## src/rtl/sw_cond_pkg.sv

```systemverilog
// Shared constants, payload types and helpers for the slide-switch conditioner.
package sw_cond_pkg;

  localparam int unsigned GLITCH_W = 8;
  localparam int unsigned STAB_W   = 4;

  // Per-bit edge pulses produced by one debounce slice.
  typedef struct packed {
    logic rise;
    logic fall;
  } sw_edge_t;

  // Width of the debounce tick counter. It is never narrower than one bit.
  function automatic int unsigned tick_cnt_w(input int unsigned div);
    int unsigned w;
    w = $clog2(div);
    return (w < 1) ? 1 : w;
  endfunction

endpackage

```

## src/rtl/switch_conditioner_if.sv

```systemverilog
// Switch bundle between the board pins and the control-decode stage.
interface switch_conditioner_if #(
  parameter int unsigned WIDTH = 16
);

  logic [WIDTH-1:0]                  sw_raw;
  logic [WIDTH-1:0]                  sw_clean;
  logic [WIDTH-1:0]                  sw_rise;
  logic [WIDTH-1:0]                  sw_fall;
  logic                              sample_tick;
  logic [sw_cond_pkg::GLITCH_W-1:0]  glitch_cnt;

  // Switch source / consumer side.
  modport master (
    output sw_raw,
    input  sw_clean,
    input  sw_rise,
    input  sw_fall,
    input  sample_tick,
    input  glitch_cnt
  );

  // Conditioner side.
  modport slave (
    input  sw_raw,
    output sw_clean,
    output sw_rise,
    output sw_fall,
    output sample_tick,
    output glitch_cnt
  );

endinterface

```

## src/rtl/sw_debounce_bit.sv

```systemverilog
// One switch bit: 2-FF synchroniser, tick-sampled stability counter,
// clean level and registered rise/fall pulses.
// With SW_GLITCH_CNT_EN defined, the slice also reports a rejected bounce.
module sw_debounce_bit
  import sw_cond_pkg::*;
#(
  parameter int unsigned STABLE_SAMPLES = 4
) (
  input  logic     clk,
  input  logic     rst_n,
  input  logic     i_raw,
  input  logic     i_tick,
  output logic     o_clean,
  output sw_edge_t o_edge
`ifdef SW_GLITCH_CNT_EN
  ,
  output logic     o_reject_c
`endif
);

  localparam logic [STAB_W-1:0] STAB_LAST = STAB_W'(STABLE_SAMPLES - 1);

  logic              r_meta;
  logic              r_sync;
  logic              r_clean;
  logic [STAB_W-1:0] r_stab;
  logic              r_rise;
  logic              r_fall;
  logic              w_differs;
  logic              w_accept;

  // Two-stage synchroniser; the raw pin feeds nothing else.
  always_ff @(posedge clk or negedge rst_n) begin
    if (!rst_n) begin
      r_meta <= 1'b0;
      r_sync <= 1'b0;
    end else begin
      r_meta <= i_raw;
      r_sync <= r_meta;
    end
  end

  // Acceptance decode for the current sample tick.
  always_comb begin
    w_differs = r_sync ^ r_clean;
    w_accept  = i_tick && w_differs && (r_stab == STAB_LAST);
  end

  // Stability counter and clean level, advanced only on sample ticks.
  always_ff @(posedge clk or negedge rst_n) begin
    if (!rst_n) begin
      r_stab  <= '0;
      r_clean <= 1'b0;
    end else if (i_tick) begin
      if (!w_differs) begin
        r_stab <= '0;
      end else if (r_stab == STAB_LAST) begin
        r_clean <= r_sync;
        r_stab  <= '0;
      end else begin
        r_stab <= r_stab + STAB_W'(1);
      end
    end
  end

  // Edge pulses land in the same cycle the clean level first changes.
  always_ff @(posedge clk or negedge rst_n) begin
    if (!rst_n) begin
      r_rise <= 1'b0;
      r_fall <= 1'b0;
    end else begin
      r_rise <= w_accept &&  r_sync;
      r_fall <= w_accept && !r_sync;
    end
  end

  assign o_clean     = r_clean;
  assign o_edge.rise = r_rise;
  assign o_edge.fall = r_fall;

`ifdef SW_GLITCH_CNT_EN
  // A tick that finds the input back at the clean level after partial progress.
  assign o_reject_c = i_tick && !w_differs && (r_stab != '0);
`endif

endmodule

```

## src/rtl/switch_conditioner.sv

```systemverilog
// Slide-switch front end: synchronises, debounces and edge-detects the
// board switches for the control-decode stage.
// Optional feature macro: SW_GLITCH_CNT_EN (saturating rejected-bounce counter);
// when undefined glitch_cnt is tied to zero.
module switch_conditioner
  import sw_cond_pkg::*;
#(
  parameter int unsigned WIDTH          = 16,
  parameter int unsigned TICK_DIV       = 100000,
  parameter int unsigned STABLE_SAMPLES = 4
) (
  input logic                 clk,
  input logic                 rst_n,
  switch_conditioner_if.slave sw_if
);

  localparam int unsigned        TICK_W    = tick_cnt_w(TICK_DIV);
  localparam logic [TICK_W-1:0]  TICK_LAST = TICK_W'(TICK_DIV - 1);

  logic [TICK_W-1:0] r_tick_cnt;
  logic [TICK_W-1:0] w_tick_cnt_nxt;
  logic              r_sample_tick;
  logic [WIDTH-1:0]  w_clean;
  logic [WIDTH-1:0]  w_rise;
  logic [WIDTH-1:0]  w_fall;
  sw_edge_t          w_edge [WIDTH];

  // Next value of the free-running sample divider.
  always_comb begin
    w_tick_cnt_nxt = r_tick_cnt + TICK_W'(1);
    if (r_tick_cnt == TICK_LAST) begin
      w_tick_cnt_nxt = '0;
    end
  end

  // Divider and registered tick, high while the counter sits at its last value.
  always_ff @(posedge clk or negedge rst_n) begin
    if (!rst_n) begin
      r_tick_cnt    <= '0;
      r_sample_tick <= 1'b0;
    end else begin
      r_tick_cnt    <= w_tick_cnt_nxt;
      r_sample_tick <= (w_tick_cnt_nxt == TICK_LAST);
    end
  end

`ifdef SW_GLITCH_CNT_EN
  logic [WIDTH-1:0]    w_reject;
  logic [GLITCH_W-1:0] r_glitch_cnt;
`endif

  // One independent debounce slice per switch.
  for (genvar gi = 0; gi < WIDTH; gi++) begin : g_bit
    sw_debounce_bit #(
      .STABLE_SAMPLES (STABLE_SAMPLES)
    ) u_bit (
      .clk        (clk),
      .rst_n      (rst_n),
      .i_raw      (sw_if.sw_raw[gi]),
      .i_tick     (r_sample_tick),
      .o_clean    (w_clean[gi]),
      .o_edge     (w_edge[gi])
`ifdef SW_GLITCH_CNT_EN
      ,
      .o_reject_c (w_reject[gi])
`endif
    );
    assign w_rise[gi] = w_edge[gi].rise;
    assign w_fall[gi] = w_edge[gi].fall;
  end

`ifdef SW_GLITCH_CNT_EN
  // Saturating count of ticks on which at least one bounce was rejected.
  always_ff @(posedge clk or negedge rst_n) begin
    if (!rst_n) begin
      r_glitch_cnt <= '0;
    end else if ((|w_reject) && (r_glitch_cnt != {GLITCH_W{1'b1}})) begin
      r_glitch_cnt <= r_glitch_cnt + GLITCH_W'(1);
    end
  end

  assign sw_if.glitch_cnt = r_glitch_cnt;
`else
  assign sw_if.glitch_cnt = GLITCH_W'(0);
`endif

  assign sw_if.sw_clean    = w_clean;
  assign sw_if.sw_rise     = w_rise;
  assign sw_if.sw_fall     = w_fall;
  assign sw_if.sample_tick = r_sample_tick;

endmodule

```

## src/flat_wrapper.sv

```systemverilog
// flat-port wrapper written by rule: the top's interface ports become plain ports
module switch_conditioner_flat import sw_cond_pkg::*;
#(
  parameter int unsigned WIDTH          = 16,
  parameter int unsigned TICK_DIV       = 100000,
  parameter int unsigned STABLE_SAMPLES = 4
)
  (clk, rst_n, sw_if_sw_raw, sw_if_sw_clean, sw_if_sw_rise, sw_if_sw_fall, sw_if_sample_tick, sw_if_glitch_cnt);
  switch_conditioner_if #(.WIDTH(WIDTH)) sw_if_i ();
  input logic clk;
  input logic rst_n;
  input wire logic [$bits(sw_if_i.sw_raw)-1:0] sw_if_sw_raw;
  output wire logic [$bits(sw_if_i.sw_clean)-1:0] sw_if_sw_clean;
  output wire logic [$bits(sw_if_i.sw_rise)-1:0] sw_if_sw_rise;
  output wire logic [$bits(sw_if_i.sw_fall)-1:0] sw_if_sw_fall;
  output wire logic [$bits(sw_if_i.sample_tick)-1:0] sw_if_sample_tick;
  output wire logic [$bits(sw_if_i.glitch_cnt)-1:0] sw_if_glitch_cnt;
  assign sw_if_i.sw_raw = sw_if_sw_raw;
  assign sw_if_sw_clean = sw_if_i.sw_clean;
  assign sw_if_sw_rise = sw_if_i.sw_rise;
  assign sw_if_sw_fall = sw_if_i.sw_fall;
  assign sw_if_sample_tick = sw_if_i.sample_tick;
  assign sw_if_glitch_cnt = sw_if_i.glitch_cnt;
  switch_conditioner #(.WIDTH(WIDTH), .TICK_DIV(TICK_DIV), .STABLE_SAMPLES(STABLE_SAMPLES)) u_core (.clk(clk), .rst_n(rst_n), .sw_if(sw_if_i));
endmodule
```

## config.mk

```make
export PLATFORM = sky130hd
export DESIGN_NAME = switch_conditioner_flat
export DESIGN_NICKNAME = d
export VERILOG_FILES = /design/src/rtl/sw_cond_pkg.sv /design/src/rtl/switch_conditioner_if.sv /design/src/rtl/sw_debounce_bit.sv /design/src/rtl/switch_conditioner.sv /design/src/flat_wrapper.sv
export SDC_FILE = /design/constraint.sdc
export NUM_CORES = 1
export LEC_CHECK = 0
export CAP_MARGIN = 5
export CORE_UTILIZATION = 43
export DETAILED_ROUTE_END_ITERATION = 12
export PLACE_DENSITY = 0.62
export RECOVER_POWER = 100
export SETUP_SLACK_MARGIN = 0.1
export SYNTH_ARGS = -nofsm -noshare
export SYNTH_HDL_FRONTEND = slang
export SYNTH_SLANG_ARGS = --single-unit
```

## constraint.sdc

```tcl
create_clock -name clk -period 2.75 [get_ports clk]
set_input_delay 0.275 -clock clk [delete_from_list [all_inputs] [get_ports clk]]
set_output_delay 0.275 -clock clk [all_outputs]
set_load 0.02 [all_outputs]
```

# Word-level counts from Yosys, hierarchy flattened
# Cells that the tools add are included.
# W data, S select, Z words.
# op_classes
n_eq_ne,18
addsub,17
muxes,33
n_reduce_logical,96
n_bitwise,16
# op_table
op,n
$mux W4,32
$add A4 B1 Y4 const B,16
$eq A4 B2 Y1 const B,16
$logic_and A1 B1 Y1,64
$reduce_and A3 Y1,16
$eq A17 B17 Y1 const B,2
$add A17 B1 Y17 const B,1
$mux W17,1
$logic_not A1 Y1,16
$xor A1 B1 Y1,16
# word_totals
register_bits,162
elab_cells,278
output_inout_bits,57

# Longest topological paths before layout
# Gate-level depths: netlist of the first run.
# logic_depth
ltp_word,4
depth_mapped,7

# By module
# A second synthesis of the first run with hierarchy kept.
# hier_totals
cells_unflattened,631
hier_area_um2,7497.2
# by_module_without_submodules
module,instances,seq_area_each_um2,area_each_um2,cells_per_inst
sw_debounce_bit,16,225.2,404.1,33
switch_conditioner,1,450.4,1031.0,103

# Worst setup path before layout of the first run
# OpenSTA, ideal clock, no wires.
# synth_timing
path_type,reg2reg
startpoint,register u_core.r_tick_cnt[0]
endpoint,register u_core.r_sample_tick (netlist: u_core.sw_if.sample_tick)
t_arrival_ps,1623
required_ps,2654
slack_ps,1031
path_stages_with_launch,8
setup_time_ps,96
period_less_slack_ps,1719
path_cell_list,dfrtp_1 -> ha_1 -> and4_1 -> and3_1 -> buf_4 -> a21oi_1 -> o2111ai_1 -> a311oi_2
# synth_via
elab_chain_len,3
word_cells_on_any_way,4
classes_between,add/sub: 1; eq/ne: 2; mux: 1
# synth_rtl
item,line_no,text
from (decl),switch_conditioner.sv:20,logic [TICK_W-1:0] r_tick_cnt;
from (signal assigned),switch_conditioner.sv:42,r_tick_cnt <= w_tick_cnt_nxt;
$add A17 B1 Y17 or $eq A17 B17 Y1 (tied branches),"switch_conditioner.sv:30, switch_conditioner.sv:31",
$mux W17 (*),switch_conditioner.sv:31,if (r_tick_cnt == TICK_LAST) begin
$eq A17 B17 Y1 (*),switch_conditioner.sv:43,r_sample_tick <= (w_tick_cnt_nxt == TICK_LAST);
to (signal assigned),switch_conditioner.sv:43,
to (decl),switch_conditioner.sv:22,logic r_sample_tick;
# Every way passes the cells marked *; elsewhere a longest branch is shown, timed or not.
# A chain may end at the register's enable or synchronous reset.

# Worst setup path after layout of the first run
# layout_timing
startpoint,register u_core.r_sample_tick (netlist: u_core.sw_if.sample_tick)
endpoint,output sw_if_sample_tick
# layout_lines
item,line_no,text
to (decl),flat_wrapper.sv:16,output wire logic [$bits(sw_if_i.sample_tick)-1:0] sw_if_sample_tick;
# No word-level cell between the ends.

==> results of run 1 <==
worst min-delay path by stage:
stage               slack [ps]                            end                    startpoint
floorplan                  -20  u_core.g_bit[0].u_bit.o_clean                         rst_n
global placement           330   u_core.g_bit[5].u_bit.r_fall                         rst_n
detailed placement         330   u_core.g_bit[8].u_bit.r_sync  u_core.g_bit[8].u_bit.r_meta
CTS                        270  u_core.g_bit[12].u_bit.r_meta              sw_if_sw_raw[12]
global route               360   u_core.g_bit[9].u_bit.r_sync  u_core.g_bit[9].u_bit.r_meta
finish                     350   u_core.g_bit[9].u_bit.r_sync  u_core.g_bit[9].u_bit.r_meta
power groups by stage:
| stage | Clock (mW) | Combinational [mW] | Sequential (mW) |
|---|---|---|---|
| global placement | 0 | 0.111 | 2.47 |
| floorplan | 0 | 0.0395 | 2.46 |
| CTS | 2.50 | 0.116 | 2.42 |
| finish | 2.44 | 0.103 | 2.42 |
| detailed placement | 0 | 0.114 | 2.47 |
| global route | 2.61 | 0.120 | 2.42 |
cells by family (layout without fill, tap and decap cells):
kind of cell,Yosys count,in the layout,share of synthesized area
flip-flops,162,162,0.5502
other,1,9,0.0005089
AND/OR/NAND/NOR,242,242,0.1752
adder cells (fa/ha/maj),17,17,0.02887
buffers and inverters,107,140,0.08388
multiplexers,34,34,0.04890
AO/OA/AOI/OAI,86,86,0.07438
XOR/XNOR,32,32,0.03804
area by class of cell:
cell class,instances,share of cell area
inverter,34,0.01498
timing repair buffer,74,0.08462
sequential,162,0.4761
clock inverter,13,0.01998
multi-input combinational,419,0.3197
tap,220,0.03232
clock buffer,19,0.05201
antenna,1,0.0002938
layer usage:
layer / wire length, um / GRT usage
met5: 0 / 0
met2: 6219 / 0.2560
met3: 478 / 0.05057
met4: 99 / 0.04662
met1: 5653 / 0.1887
registers in the layout, indices dropped and copies added (netlist names):
| register | count |
|---|---|
| u_core.g_bit.u_bit.r_stab | 64 |
| u_core.r_tick_cnt | 17 |
| u_core.g_bit.u_bit.o_clean | 16 |
| u_core.g_bit.u_bit.r_fall | 16 |
| u_core.g_bit.u_bit.r_meta | 16 |
| u_core.g_bit.u_bit.r_rise | 16 |
| u_core.g_bit.u_bit.r_sync | 16 |
| u_core.sw_if.sample_tick | 1 |
per-stage QoR:
step                      worst slack [ps]  hold WS (ps)  instance area (um2)  cells
after global placement               925.8         330.0                 7920    908
after detailed placement             860.9         334.7                 7920    908
after CTS                            570.8         272.1                 8543    941
after global routing                 426.1         356.3                 8514    941
after floorplan                       1031        -20.59                 7395    688
final                                573.3         350.3                 8517    942
layout by cell type (no fill, tap or decap), types with 17 or more instances in the layout:
master and n:
dlygate4sd3_1 66, ha_1 17, clkbuf_16 17, nand2_1 86
nor2_1 28, xor2_1 24, nor4b_1 32, dfrtp_1 161
and3_1 21, inv_1 34, nand3_1 40, mux2i_1 18
o21ai_0 49
what timing repair did:
item,in CTS,in global routing
setup endpoints to repair,0,0
hold endpoints to repair,70,0
hold buffers,1,0
==> results.json, run 1 <==
{
  "regArea_um2": 4055,
  "outcome": "finished, final reports clean",
  "drc": 0,
  "fin_crit_sh": 0.7915,
  "cts_setup_buffers": 0,
  "worstPathCellList": "dlygate4sd3_1",
  "cts_root_buf": "clkbuf_16",
  "first_iter_violations": 287,
  "power_density_nw_per_um2": 582.6,
  "drt-pass1-iter-count": 4,
  "critPathKind": "reg -> out",
  "ys_seq_area_frac": 0.5502,
  "synthDistinctLibCells": 31,
  "numPortBuffers": 66,
  "ys_warn_count": 0,
  "grt_overflow": 0,
  "dpl.hpwl_mm": 8.349,
  "finalNetCount": 743,
  "r2r-start": "u_core.sw_if.sample_tick",
  "timing.rr.end": "u_core.g_bit[4].u_bit.o_clean",
  "grt_pass1_vias": 4711,
  "period_minus_slack_ps": 2177,
  "required_ps": 2480,
  "syn_to_final_growth_pct": 15.59,
  "power_frac_clock": 0.491,
  "fmaxAchievable_mhz": 459.4,
  "synth_flop_cell": "dfrtp_1",
  "slowest_stage": "dlygate4sd3_1",
  "switchingPower_mw": 1.056,
  "final_core_util": 0.5118,
  "synthCells": 681,
  "startpoint": "u_core.sw_if.sample_tick",
  "fillers": 1437,
  "reg2reg_depth": 4,
  "maxCapViolCount": 0,
  "multi_input_comb_area_um2": 2723,
  "worst-path-max-fanout": 33,
  "drive_gt1_frac": 0.07767,
  "numClockSinks": 162,
  "worst_pin_slew_ps": 1033,
  "ctsResizeCount": 0,
  "worstHoldPathCells": 0,
  "dieArea_um2": 17660,
  "crit_path_end_kind": "output port",
  "ios": 75,
  "cts_tree": "done",
  "detail_route.wl_per_cell_um": 13.22,
  "netlist_top_cells_area": "dfrtp_1 (55%), buf_4 (5.8%), nand2_1 (4.4%)",
  "routed_wl_mm": 12.45,
  "finalSetupViolCount": 0,
  "ys_ff_latch": 162,
  "synth_top_area_share": 0.5502,
  "clkSlewWorstSetupHoldPaths_ps": 60,
  "path_depth": 1,
  "min_path_type": "reg -> reg",
  "cpLargestDelayFamily": "buffers and inverters",
  "cts_inserted_buffers": 17,
  "grt_max_degree": 74,
  "synth-async-reset-ratio": 1.000,
  "clock_path_buffers": 2,
  "fp.dieH_um": 132.9,
  "timing.slew.headroom": 0.3111,
  "intPower_mw": 3.905,
  "cp.arrival_ps": 1900,
  "peakVddDrop_mv": 0.5939,
  "avgSynthCellArea_um2": 10.82,
  "start_kind": "register",
  "synthTopCellsByCount": "dfrtp_1 (162), nand2_1 (86), buf_4 (57)",
  "vias": 4874,
  "cp-endpoint": "sw_if_sample_tick",
  "crit_buf_inv": 1,
  "detail-route-antenna-nets": 0,
  "yosysMostFrequentCell": "dfrtp_1",
  "p_sw_frac": 0.2129,
  "reg2reg_setup_slack_ps": 660,
  "antenna_found_initial": 1,
  "combPwrFrac": 0.021,
  "via_per_inst": 5.174,
  "die_x_um": 132.9,
  "slew_viol_final": 0,
  "p_leak_nw": 3.925,
  "slowest_delay_ps": 760,
  "clkLatencyLatePin_ps": 420,
  "netlist_area_um2": 7368,
  "setup_total_negative_slack_ps": 0,
  "synth-edff-count": 0,
  "grt_usage": 0.1536,
  "grt_first_pass_wirelength_mm": 21.77,
  "coreArea_um2": 16640,
  "start_util": 0.4427,
  "finalPower_mw": 4.962,
  "row_count": 47,
  "synth_top_area_cell": "dfrtp_1",
  "finalHoldViolCount": 0,
  "clock-skew-final_ps": 9.436,
  "h-tree-depth": 4,
  "seq_power_share": 0.488,
  "place_congestion": 0.7818,
  "rsz0062_at_grt": "no"
}
(Power assumes the default switching activity.)
==> inputs of run 2 (changes only) <==
--- a/config.mk
+++ b/config.mk
@@ -8,7 +8,7 @@
 export CAP_MARGIN = 5
 export CORE_UTILIZATION = 43
 export DETAILED_ROUTE_END_ITERATION = 12
-export PLACE_DENSITY = 0.62
+export PLACE_DENSITY = 0.65
 export RECOVER_POWER = 100
 export SETUP_SLACK_MARGIN = 0.1
 export SYNTH_ARGS = -nofsm -noshare
==> constraint.sdc (replaced) <==
create_clock -name clk -period 1.9 [get_ports clk]
set_input_delay 0.19 -clock clk [delete_from_list [all_inputs] [get_ports clk]]
set_output_delay 0.19 -clock clk [all_outputs]
set_load 0.02 [all_outputs]
==> run 2 against run 1 <==
Non-clock buffer count is 7 higher. Core utilization is 0.65 points higher. Global-route usage down 0.49 points. First-iteration DRC count is 28% lower. Sequential power increased by 45%. Die area is the same. Highest routed layer unchanged. Cell count grew 0.64%. Critical endpoint is now sw_if_sw_clean[4]. Clock skew down 2.9 ps. Count of clock-buffer cells in the layout up 1. Sequential share of layout area is 0.57 points lower. Final area grew 1.3%. Largest cell class unchanged.
==> results.json, run 2 (synthesized netlist as in run 1, its figures left out) <==
{
  "outcome": "finished, final reports clean",
  "combPwrFrac": 0.022,
  "first_iter_violations": 208,
  "crit_buf_inv": 1,
  "detail-route-antenna-nets": 0,
  "finalPower_mw": 7.142,
  "placed_cell_area_um2": 7983,
  "power_density_nw_per_um2": 828.0,
  "row_count": 47,
  "drt-pass1-iter-count": 4,
  "finalNetCount": 750,
  "place_congestion": 0.8384,
  "min_path_type": "in -> reg",
  "routed_wl_mm": 12.42,
  "start_kind": "register",
  "h-tree-depth": 4,
  "antenna_found_initial": 0,
  "largestRegisters": "u_core.g_bit.u_bit.r_stab (64), u_core.r_tick_cnt (17)",
  "via_per_inst": 5.161,
  "maxCapViolCount": 0,
  "period_minus_slack_ps": 1735,
  "regMostFlops": "u_core.g_bit.u_bit.r_stab",
  "grt_max_degree": 67,
  "min_to": "u_core.g_bit[9].u_bit.r_meta",
  "cts_root_buf": "clkbuf_16",
  "critPathKind": "reg -> out",
  "cts_tree": "done",
  "dpl.hpwl_mm": 8.246,
  "fillers": 1419,
  "drive_gt1_frac": 0.09341,
  "rsz0062_at_grt": "no",
  "fin_hold_ws_ps": 321.8,
  "final_cell_mix": "dfrtp_1 (161), nand2_1 (86), dlygate4sd3_1 (65), o21ai_0 (49), nand3_1 (40)",
  "ios": 75,
  "coreArea_um2": 16640,
  "grt_usage": 0.1488,
  "slowest_delay_ps": 720,
  "switchingPower_mw": 1.467,
  "reg2reg_depth": 6,
  "detail_route.wl_per_cell_um": 13.10,
  "cpLargestDelayFamily": "buffers and inverters",
  "p_sw_frac": 0.2055,
  "slew_viol_final": 0,
  "seq_power_share": 0.491,
  "start_util": 0.4427,
  "timing.slew.headroom": 0.4034,
  "antenna_cells": 0,
  "worst-path-max-fanout": 5,
  "numPortBuffers": 66,
  "dieArea_um2": 17660,
  "crit_path_end_kind": "output port",
  "path_depth": 1,
  "fp.dieH_um": 132.9,
  "dpl_worst_slack_ps": 13.23,
  "required_ps": 1710,
  "worstPathCellList": "dlygate4sd3_1",
  "drc": 0,
  "power_frac_clock": 0.487,
  "vias": 4893,
  "peakVddDrop_mv": 0.6200,
  "grt_pass1_vias": 4796,
  "clock_path_buffers": 2,
  "setup_total_negative_slack_ps": 0,
  "worst_pin_slew_ps": 894.9,
  "grt_first_pass_wirelength_mm": 21.24,
  "fin_crit_sh": 0.9134,
  "largest_reg_flops": 64,
  "cp.arrival_ps": 1550,
  "min_from": "sw_if_sw_raw[9]",
  "regArea_um2": 4058,
  "grt_overflow": 0,
  "layout_commonest_cell": "dfrtp_1",
  "syn_to_final_growth_pct": 17.07,
  "finalHoldViolCount": 0,
  "finalSetupViolCount": 0,
  "die_x_um": 132.9,
  "clkSlewWorstSetupHoldPaths_ps": 60,
  "r2r-start": "u_core.g_bit[11].u_bit.r_stab[0]",
  "slowest_stage": "dlygate4sd3_1",
  "worstHoldPathCells": 1,
  "clock-skew-final_ps": 6.535,
  "fin_ws_ps": 164.6,
  "multi_input_comb_area_um2": 2735,
  "timing.rr.end": "u_core.g_bit[11].u_bit.r_stab[3]",
  "reg2reg_setup_slack_ps": 170,
  "p_leak_nw": 3.981,
  "fin_area_um2": 8626,
  "clkLatencyLatePin_ps": 420,
  "numClockSinks": 162,
  "fmaxAchievable_mhz": 576.2,
  "intPower_mw": 5.675,
  "cts_inserted_buffers": 17
}
==> run 2: changes by cell type in the layout (fill, tap and decap cells not counted), sizes merged <==
cell / previous run / this run
clkinvlp: 3 / 2
dlygate4sd3: 66 / 65
diode: 1 / 0
clkbuf: 24 / 25
inv: 40 / 36
clkinv: 1 / 5
buf: 3 / 10
dlygate4sd2: 0 / 1
==> run 2: metrics by stage <==
stage / cells / utilization
after floorplan: 688 / -
after global placement: 911 / 0.4797
after detailed placement: 911 / 0.4797
after CTS: 945 / 0.5177
after global routing: 948 / 0.5183
final: 948 / 0.5183
==> run 2: power by group through the flow <==
stage	Combinational [mW]	Clock, mW	Sequential [mW]
floorplan	0.0571	0	3.57
global placement	0.166	0	3.57
detailed placement	0.171	0	3.57
CTS	0.173	3.59	3.51
global route	0.180	3.76	3.51
finish	0.156	3.48	3.51
==> run 2: worst max path at each step <==
stage,to,slack [ps],from
2_1_floorplan,u_core.sw_if.sample_tick,180,u_core.r_tick_cnt[0]
3_3_place_gp,u_core.sw_if.sample_tick,90,u_core.r_tick_cnt[0]
3_5_place_dp,u_core.sw_if.sample_tick,10,u_core.r_tick_cnt[0]
4_1_cts,u_core.sw_if.sample_tick,130,u_core.r_tick_cnt[0]
5_1_grt,u_core.g_bit[12].u_bit.r_stab[3],50,u_core.g_bit[12].u_bit.r_stab[0]
6_report,sw_if_sw_clean[4],160,u_core.g_bit[4].u_bit.o_clean
==> run 2: layer usage <==
metal	up-vias	routed length, um	GRT usage
met5	-	0	0
met4	0	143	0.05683
met3	14	495	0.04904
met2	77	6202	0.2507
met1	2418	5578	0.1757
li1	2384	-	-
==> run 2: cell type report <==
type | count | share of cell area
Tap cell | 220 | 0.03191
Sequential cell | 162 | 0.4704
Clock buffer | 20 | 0.05294
Clock inverter | 12 | 0.01799
Multi-Input combinational cell | 419 | 0.3171
Inverter | 34 | 0.01480
Timing Repair Buffer | 81 | 0.09487
==> run 2: repair_timing <==
action / in CTS / in global routing
pin swaps: 0 / 1
hold buffers: 1 / 0
setup buffers: 1 / 3
endpoints found under the hold margin: 63 / 0
endpoints found under the setup margin: 3 / 8
gates resized for setup: 4 / 10
